[src/rtl/lrn_pkg.sv]
// Shared LRN definitions: fill-state encoding and the padded-layout address helper.
// The mapper and the pad filler both compute addresses through pad_addr.
package lrn_pkg;

  typedef enum logic [1:0] {
    IDLE = 2'd0,
    FILL = 2'd1,
    DONE = 2'd2
  } pad_state_t;

  localparam int unsigned LRN_IDX_W  = 32;
  localparam int unsigned LRN_CALC_W = 64;

  // Padded layout: n*(PW*PH*M) + m*(PW*PH) + w*PH + h, at full product width.
  function automatic logic [LRN_CALC_W-1:0] pad_addr(
    input logic [LRN_IDX_W-1:0] n,
    input logic [LRN_IDX_W-1:0] m,
    input logic [LRN_IDX_W-1:0] w,
    input logic [LRN_IDX_W-1:0] h,
    input logic [LRN_IDX_W-1:0] ph,
    input logic [LRN_IDX_W-1:0] pw,
    input logic [LRN_IDX_W-1:0] maps
  );
    logic [LRN_CALC_W-1:0] plane;
    plane = LRN_CALC_W'(pw) * LRN_CALC_W'(ph);
    return LRN_CALC_W'(n) * plane * LRN_CALC_W'(maps)
         + LRN_CALC_W'(m) * plane
         + LRN_CALC_W'(w) * LRN_CALC_W'(ph)
         + LRN_CALC_W'(h);
  endfunction

endpackage

[src/rtl/pad_idx_counter.sv]
// 4-D border-position counter (h fastest, then w, m, n) that jumps over the
// interior of each column and flags the final border position.
module pad_idx_counter
  import lrn_pkg::*;
#(
  parameter int N_WIDTH = 2,
  parameter int M_WIDTH = 10,
  parameter int E_WIDTH = 6,
  parameter int F_WIDTH = 6,
  parameter int V_WIDTH = 2
) (
  input  logic               core_clk,
  input  logic               reset,
  input  logic               load_i,
  input  logic               advance_i,
  input  logic [V_WIDTH-1:0] pad_i,
  input  logic [F_WIDTH-1:0] dim1_i,
  input  logic [E_WIDTH-1:0] dim2_i,
  input  logic [M_WIDTH-1:0] dim3_i,
  input  logic [N_WIDTH-1:0] dim4_i,
  input  logic [E_WIDTH:0]   ph_i,
  input  logic [F_WIDTH:0]   pw_i,
  output logic [E_WIDTH:0]   h_step_o,
  output logic [F_WIDTH:0]   w_step_o,
  output logic [M_WIDTH-1:0] m_step_o,
  output logic [N_WIDTH-1:0] n_step_o,
  output logic               last_o
);

  localparam int EW = E_WIDTH + 1;
  localparam int FW = F_WIDTH + 1;

  logic [EW-1:0]      h_q, h_d, h_step_s;
  logic [FW-1:0]      w_q, w_d, w_step_s;
  logic [M_WIDTH-1:0] m_q, m_d, m_step_s;
  logic [N_WIDTH-1:0] n_q, n_d, n_step_s;
  logic [EW-1:0]      pad_e_s;
  logic [FW-1:0]      pad_f_s;
  logic               interior_col_s;
  logic               h_end_s, w_end_s, m_end_s, n_end_s;

  assign pad_e_s        = EW'(pad_i);
  assign pad_f_s        = FW'(pad_i);
  assign interior_col_s = (w_q >= pad_f_s) && (w_q < (pad_f_s + {1'b0, dim1_i}));
  assign h_end_s        = (h_q == (ph_i - EW'(1)));
  assign w_end_s        = (w_q == (pw_i - FW'(1)));
  assign m_end_s        = (m_q == (dim3_i - M_WIDTH'(1)));
  assign n_end_s        = (n_q == (dim4_i - N_WIDTH'(1)));
  assign last_o         = h_end_s && w_end_s && m_end_s && n_end_s;

  // Successor of the current position; interior rows are never visited.
  always_comb begin
    h_step_s = h_q + EW'(1);
    w_step_s = w_q;
    m_step_s = m_q;
    n_step_s = n_q;
    if (h_end_s) begin
      h_step_s = '0;
      if (w_end_s) begin
        w_step_s = '0;
        if (m_end_s) begin
          m_step_s = '0;
          n_step_s = n_q + N_WIDTH'(1);
        end else begin
          m_step_s = m_q + M_WIDTH'(1);
        end
      end else begin
        w_step_s = w_q + FW'(1);
      end
    end else if (interior_col_s && ((h_q + EW'(1)) == pad_e_s)) begin
      h_step_s = pad_e_s + {1'b0, dim2_i};
    end else begin
      h_step_s = h_q + EW'(1);
    end
  end

  // Load clears to origin; otherwise step only on an accepted write.
  always_comb begin
    h_d = h_q;
    w_d = w_q;
    m_d = m_q;
    n_d = n_q;
    if (load_i) begin
      h_d = '0;
      w_d = '0;
      m_d = '0;
      n_d = '0;
    end else if (advance_i) begin
      h_d = h_step_s;
      w_d = w_step_s;
      m_d = m_step_s;
      n_d = n_step_s;
    end else begin
      h_d = h_q;
    end
  end

  // Index registers.
  always_ff @(posedge core_clk or posedge reset) begin
    if (reset) begin
      h_q <= '0;
      w_q <= '0;
      m_q <= '0;
      n_q <= '0;
    end else begin
      h_q <= h_d;
      w_q <= w_d;
      m_q <= m_d;
      n_q <= n_d;
    end
  end

  assign h_step_o = h_step_s;
  assign w_step_o = w_step_s;
  assign m_step_o = m_step_s;
  assign n_step_o = n_step_s;

endmodule

[src/rtl/pad_filler.sv]
// Writes zeros to every border position of a padded LRN layer after start_padding.
// Optional PAD_BACKPRESSURE_EN adds w_ready and stalls writes while it is low.
module pad_filler
  import lrn_pkg::*;
#(
  parameter int N_WIDTH        = 2,
  parameter int M_WIDTH        = 10,
  parameter int E_WIDTH        = 6,
  parameter int F_WIDTH        = 6,
  parameter int V_WIDTH        = 2,
  parameter int ADDR_BUS_WIDTH = 20,
  parameter int DATA_WIDTH     = 16
) (
  input  logic                      core_clk,
  input  logic                      reset,
  input  logic                      start_padding,
  input  logic [N_WIDTH-1:0]        dim4,
  input  logic [M_WIDTH-1:0]        dim3,
  input  logic [E_WIDTH-1:0]        dim2,
  input  logic [F_WIDTH-1:0]        dim1,
  input  logic [V_WIDTH-1:0]        padding_num,
`ifdef PAD_BACKPRESSURE_EN
  input  logic                      w_ready,
`endif
  output logic [ADDR_BUS_WIDTH-1:0] w_addr,
  output logic [DATA_WIDTH-1:0]     w_data,
  output logic                      w_enable,
  output logic                      busy,
  output logic                      pad_done
);

  localparam int EW = E_WIDTH + 1;
  localparam int FW = F_WIDTH + 1;

  pad_state_t              state_q, state_d;
  logic [F_WIDTH-1:0]      dim1_q;
  logic [E_WIDTH-1:0]      dim2_q;
  logic [M_WIDTH-1:0]      dim3_q;
  logic [N_WIDTH-1:0]      dim4_q;
  logic [V_WIDTH-1:0]      pad_q;
  logic [EW-1:0]           ph_q, ph_in_s;
  logic [FW-1:0]           pw_q, pw_in_s;
  logic                    w_enable_q, w_enable_d;
  logic [ADDR_BUS_WIDTH-1:0] w_addr_q, w_addr_d;
  logic [DATA_WIDTH-1:0]   w_data_q;
  logic                    busy_q, pad_done_q;
  logic                    empty_in_s, accept_s, cfg_load_s, load_s, advance_s, last_s;
  logic [EW-1:0]           h_step_s;
  logic [FW-1:0]           w_step_s;
  logic [M_WIDTH-1:0]      m_step_s;
  logic [N_WIDTH-1:0]      n_step_s;

  assign ph_in_s    = {1'b0, dim2} + (EW'(padding_num) << 1);
  assign pw_in_s    = {1'b0, dim1} + (FW'(padding_num) << 1);
  assign empty_in_s = (padding_num == '0) || (dim1 == '0) || (dim2 == '0)
                   || (dim3 == '0) || (dim4 == '0);
  assign cfg_load_s = (state_q == IDLE) && start_padding;

`ifdef PAD_BACKPRESSURE_EN
  assign accept_s = w_enable_q && w_ready;
`else
  assign accept_s = w_enable_q;
`endif

  pad_idx_counter #(
    .N_WIDTH (N_WIDTH),
    .M_WIDTH (M_WIDTH),
    .E_WIDTH (E_WIDTH),
    .F_WIDTH (F_WIDTH),
    .V_WIDTH (V_WIDTH)
  ) u_idx (
    .core_clk  (core_clk),
    .reset     (reset),
    .load_i    (load_s),
    .advance_i (advance_s),
    .pad_i     (pad_q),
    .dim1_i    (dim1_q),
    .dim2_i    (dim2_q),
    .dim3_i    (dim3_q),
    .dim4_i    (dim4_q),
    .ph_i      (ph_q),
    .pw_i      (pw_q),
    .h_step_o  (h_step_s),
    .w_step_o  (w_step_s),
    .m_step_o  (m_step_s),
    .n_step_o  (n_step_s),
    .last_o    (last_s)
  );

  // Next state and next write; the write register always holds the position
  // the counter currently points at, so it is refreshed from the successor.
  always_comb begin
    state_d    = state_q;
    w_enable_d = w_enable_q;
    w_addr_d   = w_addr_q;
    load_s     = 1'b0;
    advance_s  = 1'b0;
    case (state_q)
      IDLE: begin
        if (start_padding) begin
          state_d    = FILL;
          load_s     = 1'b1;
          w_enable_d = !empty_in_s;
          w_addr_d   = '0;
        end else begin
          state_d = IDLE;
        end
      end
      FILL: begin
        if (!w_enable_q) begin
          state_d = DONE;
        end else if (accept_s && last_s) begin
          state_d    = DONE;
          w_enable_d = 1'b0;
        end else if (accept_s) begin
          advance_s = 1'b1;
          w_addr_d  = ADDR_BUS_WIDTH'(pad_addr(LRN_IDX_W'(n_step_s), LRN_IDX_W'(m_step_s),
                                               LRN_IDX_W'(w_step_s), LRN_IDX_W'(h_step_s),
                                               LRN_IDX_W'(ph_q), LRN_IDX_W'(pw_q),
                                               LRN_IDX_W'(dim3_q)));
        end else begin
          state_d = FILL;
        end
      end
      DONE:    state_d = IDLE;
      default: state_d = IDLE;
    endcase
  end

  // Control and output registers.
  always_ff @(posedge core_clk or posedge reset) begin
    if (reset) begin
      state_q    <= IDLE;
      w_enable_q <= 1'b0;
      w_addr_q   <= '0;
      w_data_q   <= '0;
      busy_q     <= 1'b0;
      pad_done_q <= 1'b0;
    end else begin
      state_q    <= state_d;
      w_enable_q <= w_enable_d;
      w_addr_q   <= w_addr_d;
      w_data_q   <= '0;
      busy_q     <= (state_d != IDLE);
      pad_done_q <= (state_d == DONE);
    end
  end

  // Geometry captured once per fill so later input changes are ignored.
  always_ff @(posedge core_clk or posedge reset) begin
    if (reset) begin
      dim1_q <= '0;
      dim2_q <= '0;
      dim3_q <= '0;
      dim4_q <= '0;
      pad_q  <= '0;
      ph_q   <= '0;
      pw_q   <= '0;
    end else if (cfg_load_s) begin
      dim1_q <= dim1;
      dim2_q <= dim2;
      dim3_q <= dim3;
      dim4_q <= dim4;
      pad_q  <= padding_num;
      ph_q   <= ph_in_s;
      pw_q   <= pw_in_s;
    end
  end

  assign w_enable = w_enable_q;
  assign w_addr   = w_addr_q;
  assign w_data   = w_data_q;
  assign busy     = busy_q;
  assign pad_done = pad_done_q;

endmodule

[config.mk]
export PLATFORM = sky130hd
export DESIGN_NAME = pad_filler
export DESIGN_NICKNAME = d
export VERILOG_FILES = /design/src/rtl/lrn_pkg.sv /design/src/rtl/pad_idx_counter.sv /design/src/rtl/pad_filler.sv
export SDC_FILE = /design/constraint.sdc
export NUM_CORES = 1
export LEC_CHECK = 0
export ABC_AREA = 1
export CAP_MARGIN = 5
export CORE_ASPECT_RATIO = 1.2
export CORE_MARGIN = 2
export CORE_UTILIZATION = 45
export CTS_CLUSTER_DIAMETER = 50
export DETAILED_ROUTE_END_ITERATION = 8
export PLACE_DENSITY = 0.67
export SLEW_MARGIN = 40
export SYNTH_ARGS = -nofsm -noshare
export SYNTH_HDL_FRONTEND = slang
export SYNTH_HIERARCHICAL = 1
export SYNTH_SLANG_ARGS = --single-unit
[constraint.sdc]
create_clock -name core_clk -period 20 [get_ports core_clk]
set_input_delay 4 -clock core_clk [delete_from_list [all_inputs] [get_ports core_clk]]
set_output_delay 4 -clock core_clk [all_outputs]
set_load 0.1 [all_outputs]
==> results of run 1 <==
-- kinds of logic after synthesis --
logic type               Yosys count
XOR/XNOR                          60
buffers and inverters            762
adder cells (fa/ha/maj)          477
AO/OA/AOI/OAI                    164
flip-flops                        89
other                              1
AND/OR/NAND/NOR                 1076
-- cell type report --
type | instances | area share
multi-input cells | 1793 | 0.694
well taps | 552 | 0.0337
repair buffers | 58 | 0.0219
flip-flops and latches | 89 | 0.109
inverters | 691 | 0.127
clock buffers | 10 | 0.0117
clock inverters | 6 | 0.00360
-- cells in the mapped netlist (2+ instances only) --
| cell | number |
|---|---|
| inv_1 | 679 |
| clkinv_1 | 11 |
| ha_1 | 174 |
| a21oi_1 | 43 |
| fa_1 | 303 |
| nor2_2 | 6 |
| nor2_1 | 211 |
| o22ai_1 | 7 |
| o21bai_1 | 7 |
| buf_4 | 18 |
| o21a_1 | 2 |
| clkbuf_1 | 48 |
| a32o_1 | 2 |
| nand4_1 | 21 |
| nand2_2 | 9 |
| and2_1 | 5 |
| o21ai_0 | 67 |
| a21oi_2 | 3 |
| xnor2_1 | 26 |
| buf_6 | 2 |
| nand2_1 | 677 |
| nor4_1 | 5 |
| buf_2 | 2 |
| o31ai_1 | 5 |
| a31oi_1 | 3 |
| nand3_1 | 104 |
| o211ai_1 | 2 |
| nor3_1 | 9 |
| nand3_2 | 6 |
| xor2_1 | 33 |
| nand3b_1 | 5 |
| or2_2 | 7 |
| dfrtp_1 | 89 |
| o21ai_1 | 17 |
| nor2_4 | 4 |
-- power groups by stage --
| stage | clock network, W | registers [W] | logic (W) |
|---|---|---|---|
| floorplan | 0 | 0.000351 | 0.000882 |
| global placement | 0 | 0.000362 | 0.00123 |
| detailed placement | 0 | 0.000364 | 0.00124 |
| CTS | 0.000197 | 0.000361 | 0.00125 |
| global route | 0.000205 | 0.000374 | 0.00141 |
| finish | 0.000193 | 0.000363 | 0.00127 |
-- registers in the layout (all words and copies together), names as in the netlist, 5 cells and up --
name       flops
pw_q           7
dim2_q         6
u_idx/w_q      7
ph_q           6
w_addr        20
u_idx/m_q     10
dim3_q        10
dim1_q         5
u_idx/h_q      7
-- how the worst max path moves through the flow --
stage | start | end | slack [ns] | cells after the start
2_1_floorplan | ph_q[3] | w_addr[17] | 9.62 | 50
3_3_place_gp | ph_q[2] | w_addr[19] | 8.22 | 51
3_5_place_dp | ph_q[2] | w_addr[19] | 8.04 | 51
4_1_cts | ph_q[2] | w_addr[19] | 8.02 | 51
5_1_grt | ph_q[2] | w_addr[19] | 6.95 | 51
6_report | ph_q[2] | w_addr[19] | 7.86 | 51
-- layer usage --
layer | vias up | track usage | share of wire
met1 | 7832 | 0.302 | 0.38
met4 | 0 | 0.151 | 0.068
met2 | 516 | 0.450 | 0.50
met3 | 162 | 0.0344 | 0.045
li1 | 7738 | - | -
met5 | - | 0 | 0
-- worst max-delay path, delay by kind of cell (launching register included) --
kind                       cells  cell delay, ns
and+or+nand+nor               20            2.56
xor gates and xnor gates       1            0.63
AOI/OAI and AO/OA              3            0.94
adders and majority gates     14            6.18
DFF                            1            0.64
buffers and inverters         13            1.07
-- stage by stage --
| step | hold slack, ns | instances |
|---|---|---|
| final | 0.480 | 3199 |
| after global placement | 0.465 | 3183 |
| after floorplan | 0.469 | 2644 |
| after global routing | 0.515 | 3199 |
| after CTS | 0.483 | 3199 |
| after detailed placement | 0.460 | 3183 |
-- placed cells by master, fill, tap and decap left out, types with 3 or more instances in the layout --
cell type and n:
clkdlybuf4s50_1 28, nor2_2 6, o21ai_0 67, o21ai_1 17, ha_1 174, o31ai_1 5, inv_2 3, nand3_2 6
o22ai_1 7, or2_2 7, xnor2_1 25, clkinv_1 11, buf_2 23, a31oi_1 3, nor4_1 5, dfrtp_1 89
nand3b_1 5, a21oi_1 43, nand4_1 21, o21bai_1 7, nand3_1 103, nand2_2 9, buf_4 7, nor2_4 5
inv_1 677, nor3_1 9, fa_1 303, xor2_1 32, nor2_1 210, conb_1 16, clkbuf_16 9, a21oi_2 3
nand2_1 677, and2_1 5
==> Implementation_results.wiki, run 1 <==
{| class="wikitable"
! Metric !! Value
|-
| Result of the run || completed
|-
| Worst hold path endpoint || w_addr[18]
|-
| Post-CTS Setup Bufs || 0
|-
| Switching power total || 0.00113 W
|-
| Number of distinct library cells after synthesis || 52
|-
| Internal power consumption || 0.000693 W
|-
| FP Rows || 83
|-
| Synth-to-Final Area Change || 6.16%
|-
| Type of element capturing the critical path || flop
|-
| Startpoint of the tightest hold check path || w_addr[18]
|-
| DR WL/cell || 17.3 um
|-
| Pin count of the biggest net entering global routing || 53
|-
| Post-CTS resize count || 0
|-
| Class of the most critical hold timing path || reg -> reg
|-
| Critical Path RT || 20.28 ns
|-
| Share of the synthesized area in the top cell type || 0.314
|-
| Cell taking the most area after synthesis || fa_1
|-
| Vias || 16200
|-
| Fmax || 0.0824 GHz
|-
| CTS max path bufs || 2
|-
| Standard cell core area || 42600 um2
|-
| Largest fanout on the critical path || 20
|-
| Sequential share of power || 0.199
|-
| Number of synthesis warnings || 6
|-
| Arrival @ worst endpoint || 12.42 ns
|-
| Via count of the first global-routing pass || 16500
|-
| Worst VDD drop || 0.103 mV
|-
| Die span in y || 231 um
|-
| Simple-gate share of the synthesized area || 0.230
|-
| Detailed Route WL || 55.4 mm
|-
| First-pass DRT Iterations || 5
|-
| Highest-delay cell along the critical path || dfrtp_1
|-
| Relative contribution of combinational cells to total power || 0.695
|-
| Final Cell Area || 20500 um2
|-
| Switching fraction of total power || 0.619
|-
| Post-layout worst setup margin || 7.86 ns
|-
| Cells taking the most area after synthesis || fa_1 31%, inv_1 13%, nand2_1 13%
|-
| Most numerous cell on the critical path || inv_1
|-
| Total of max-cap violations || 0
|-
| Final critical delay including setup and external delays || 12.14 ns
|-
| Clock Sinks || 89
|-
| Share of the clock period used by the worst path after layout || 0.607
|-
| Weighted congestion reported at the end of routability-driven placement || 0.943
|-
| Inserted Diodes || 0
|-
| Clk network pwr share || 0.106
|-
| Top FF cell, synth || dfrtp_1
|-
| Count of port buffers added during placement || 51
|-
| Setup slack on the worst flop-to-flop path || 7.86 ns
|-
| Chip Width || 193 um
|-
| Slew of the pin with the lowest slew margin || 0.901 ns
|-
| Insertion delay of the later-clocked pin in the worst-skew pair || 0.38 ns
|-
| Max-slew headroom at the worst pin || 0.395
|-
| Placed standard-cell area || 20200 um2
|-
| Fraction of the mapped netlist area in compound gates || 0.0475
|-
| Mux cell area share after synthesis || 0
|-
| Count of flip-flops with a built-in enable after synthesis || 0
|-
| Die area || 44600 um2
|-
| Main combinational cell family by area after synthesis || adder cells
|-
| Starting Density || 0.453
|-
| Initial DRC count || 1018
|-
| Share of flip-flops with an asynchronous set or reset || 1.00
|-
| ANT nets after route || 0
|-
| # nets final || 3148
|-
| DPL Wire Length || 46.8 mm
|-
| Global-route wire length before repair || 87.5 mm
|-
| Setup CP Type || reg -> reg
|-
| Combined area of the multi-input logic cells || 14200 um2
|-
| I/O pin total || 68
|-
| Part of the Yosys area used for sequential elements || 0.115
|-
| RSZ-0062 raised after global routing || no
|-
| Endpoint of the worst register-to-register path || w_addr[19]
|-
| Startpoint of the most critical register-to-register path || ph_q[2]
|-
| Footprint of the flip-flops and latches || 2230 um2
|-
| Flip-flop and latch count after synthesis || 89
|-
| Clock root cell || clkbuf_16
|-
| Number of hold violations in the final report || 0
|-
| Adder-cell share of the synthesized area || 0.427
|-
| TritonCTS clock tree || built
|-
| Cts bufs inserted || 9
|-
| Synth Area in XOR/XNOR || 0.0279
|-
| Power Total || 0.00182 W
|-
| Post-DR vias/cell || 5.08
|-
| Post-route setup TNS || 0 ns
|-
| Maximum level of the CTS H-tree || 3
|-
| Number of DRC violations after detailed routing || 0
|-
| Share of final-layout standard cells stronger than drive strength 1 || 0.0348
|-
| Worst clock skew || 0.0159 ns
|-
| Pre-CTS setup slack || 8.04 ns
|-
| CTS hold repair buffers || 0
|-
| Max-slew violation count || 0
|-
| Avg Synthesized Cell Area || 7.34 um2
|-
| Cells on worst reg2reg path || 51
|-
| Global Route Usage Sum || 0.259
|-
| Post-Synthesis Cell Area || 19300 um2
|-
| Layout Utilization || 0.481
|-
| Final Setup Violations || 0
|-
| Critical path's largest stage delay || 0.64 ns
|-
| Power per cell area || 88.9 nW/um2
|-
| Grt total ovfl || 0
|-
| Type of element launching the critical path || flop
|-
| Antenna violations before repair || 2
|-
| Clock-pin slew reported for the worst setup and hold paths after clock tree synthesis || 0.08 ns
|-
| Hold path cells || 2
|-
| P_leak || 11.3 nW
|-
| Cells after synthesis || 2629
|-
| Number of filler cells placed in the layout || 4283
|}
(Power assumes the default switching activity.)
==> run 2, diff against run 1 <==
Clock period 20 ns to 12 ns, I/O delays scaled along.
==> run 2 against run 1 <==
Maximum frequency grew 9.5%. Sequential cell count is the same. Clock skew shrank 0.0068 ns. Non-clock buffer count grew 19. Largest power group unchanged. Critical endpoint is now w_addr[17]. Critical path depth shrank 1. Setup slack lost 6.9 ns. Wire length shrank 2.9%. Critical path type unchanged. Sequential power grew 50%. Cell count grew 0.59%. Global-route usage shrank 0.43 points. Highest routed layer unchanged.
==> Implementation_results.wiki, run 2 (synthesis gave the netlist of run 1 again) <==
{| class="wikitable"
! Metric !! Value
|-
| Most numerous cell on the critical path || inv_1
|-
| Via count of the first global-routing pass || 16800
|-
| Share of final-layout standard cells stronger than drive strength 1 || 0.0424
|-
| Endpoint of the worst register-to-register path || w_addr[17]
|-
| Highest-delay cell along the critical path || fa_1
|-
| Max-slew violation count || 0
|-
| FP Rows || 83
|-
| Slew of the pin with the lowest slew margin || 0.831 ns
|-
| Commonest cells after routing, fill and taps aside || 677 x nand2_1, 675 x inv_1, 303 x fa_1
|-
| Post-route setup TNS || 0 ns
|-
| Final critical delay including setup and external delays || 11.08 ns
|-
| Fmax || 0.0902 GHz
|-
| Number of flip-flops in the largest register || 20
|-
| Number of buffers and inverters on the critical path || 12
|-
| Worst hold path endpoint || w_addr[11]
|-
| Global-route wire length before repair || 87.3 mm
|-
| CTS max path bufs || 2
|-
| CTS hold repair buffers || 0
|-
| P_leak || 11.3 nW
|-
| I/O pin total || 68
|-
| Synth-to-Final Area Change || 6.92%
|-
| Vias || 16400
|-
| Post-CTS resize count || 0
|-
| Largest fanout on the critical path || 12
|-
| Class of the most critical hold timing path || reg -> reg
|-
| Number of hold violations in the final report || 0
|-
| Clock-pin slew reported for the worst setup and hold paths after clock tree synthesis || 0.07 ns
|-
| Setup CP Type || reg -> reg
|-
| Die area || 44600 um2
|-
| Starting Density || 0.453
|-
| Worst VDD drop || 0.205 mV
|-
| Post-placement cell count || 3202
|-
| Cell type group with the largest total delay on the critical path || adder cells
|-
| Inserted Diodes || 0
|-
| Type of element launching the critical path || flop
|-
| Weighted congestion reported at the end of routability-driven placement || 0.920
|-
| ANT nets after route || 0
|-
| Type of element capturing the critical path || flop
|-
| Die span in y || 231 um
|-
| Post-DR vias/cell || 5.08
|-
| Insertion delay of the later-clocked pin in the worst-skew pair || 0.38 ns
|-
| Number of DRC violations after detailed routing || 0
|-
| Commonest non-fill, non-tap cell in the layout || nand2_1
|-
| Clock Sinks || 89
|-
| Standard cell core area || 42600 um2
|-
| Startpoint of the tightest hold check path || w_addr[11]
|-
| Total of max-cap violations || 0
|-
| Non-filler cells in the finished layout || 3218
|-
| Hold path cells || 2
|-
| Detailed Route WL || 53.8 mm
|-
| DR WL/cell || 16.7 um
|-
| Initial DRC count || 1086
|-
| Startpoint of the most critical register-to-register path || pw_q[4]
|-
| Cts bufs inserted || 9
|-
| DPL Wire Length || 45.1 mm
|-
| Final Setup Violations || 0
|-
| Chip Width || 193 um
|-
| Antenna violations before repair || 0
|-
| Critical Path RT || 12.27 ns
|-
| Grt total ovfl || 0
|-
| Global Route Usage Sum || 0.254
|-
| Number of filler cells placed in the layout || 4259
|-
| Cells on worst reg2reg path || 50
|-
| Arrival @ worst endpoint || 11.35 ns
|-
| Post-CTS Setup Bufs || 0
|-
| Max-slew headroom at the worst pin || 0.446
|-
| First-pass DRT Iterations || 6
|-
| Worst clock skew || 0.00910 ns
|-
| Maximum level of the CTS H-tree || 3
|-
| # nets final || 3167
|-
| TritonCTS clock tree || built
|-
| Setup slack on the worst flop-to-flop path || 0.92 ns
|-
| RSZ-0062 raised after global routing || no
|-
| Count of port buffers added during placement || 51
|-
| Share of the clock period used by the worst path after layout || 0.924
|-
| Result of the run || completed
|-
| Power per cell area || 154 nW/um2
|-
| Pin count of the biggest net entering global routing || 64
|-
| Clock root cell || clkbuf_16
|-
| Critical path's largest stage delay || 0.55 ns
|}
-- run 2: worst reg2reg max path, delay by kind of cell, from the launching register on --
family,cells,cell delay (ns)
simple gates,12,1.23
flops,1,0.51
xor+xnor,2,0.61
buf+inv,12,0.96
fa+ha+maj,14,6.29
compound gates,10,1.37
-- run 2: power by group --
part	leakage [nW]	internal (W)	switching, W
combinational	10.0	0.000686	0.00163
clock	0.145	0.000165	0.000145
sequential	1.17	0.000386	0.000160
total	11.3	0.00124	0.00194
-- run 2: how the worst max path moves through the flow --
stage / startpoint / to / depth (start not counted)
5_1_grt: pw_q[5] / w_addr[18] / 53
4_1_cts: pw_q[4] / w_addr[19] / 50
6_report: pw_q[4] / w_addr[17] / 50
3_3_place_gp: pw_q[5] / w_addr[19] / 50
3_5_place_dp: pw_q[4] / w_addr[19] / 50
2_1_floorplan: ph_q[3] / w_addr[17] / 50
-- run 2: layout make-up --
type,count,area [um2],share of cell area
flip-flops and latches,89,2230,0.108
multi-input cells,1793,14200,0.689
clock inverters,6,75.1,0.00364
repair buffers,77,594,0.0288
well taps,552,691,0.0335
inverters,691,2600,0.126
clock buffers,10,229,0.0111
-- run 2: layer usage --
layer,up-vias,global-route usage,share of wire
met1,7983,0.307,0.40
met2,493,0.441,0.50
met3,130,0.0348,0.046
met5,-,0,0
li1,7757,-,-
met4,0,0.126,0.055
-- run 2: through the flow --
step	setup slack, ns	util	area [um2]	power [W]	hold WS, ns
floorplan	1.62	-	19400	0.00206	0.469
finish	0.916	0.485	20600	0.00317	0.483
global placement	0.780	0.479	20400	0.00278	0.466
CTS	0.555	0.484	20600	0.00314	0.485
global route	0.0235	0.485	20600	0.00347	0.505
detailed placement	0.651	0.477	20300	0.00280	0.466
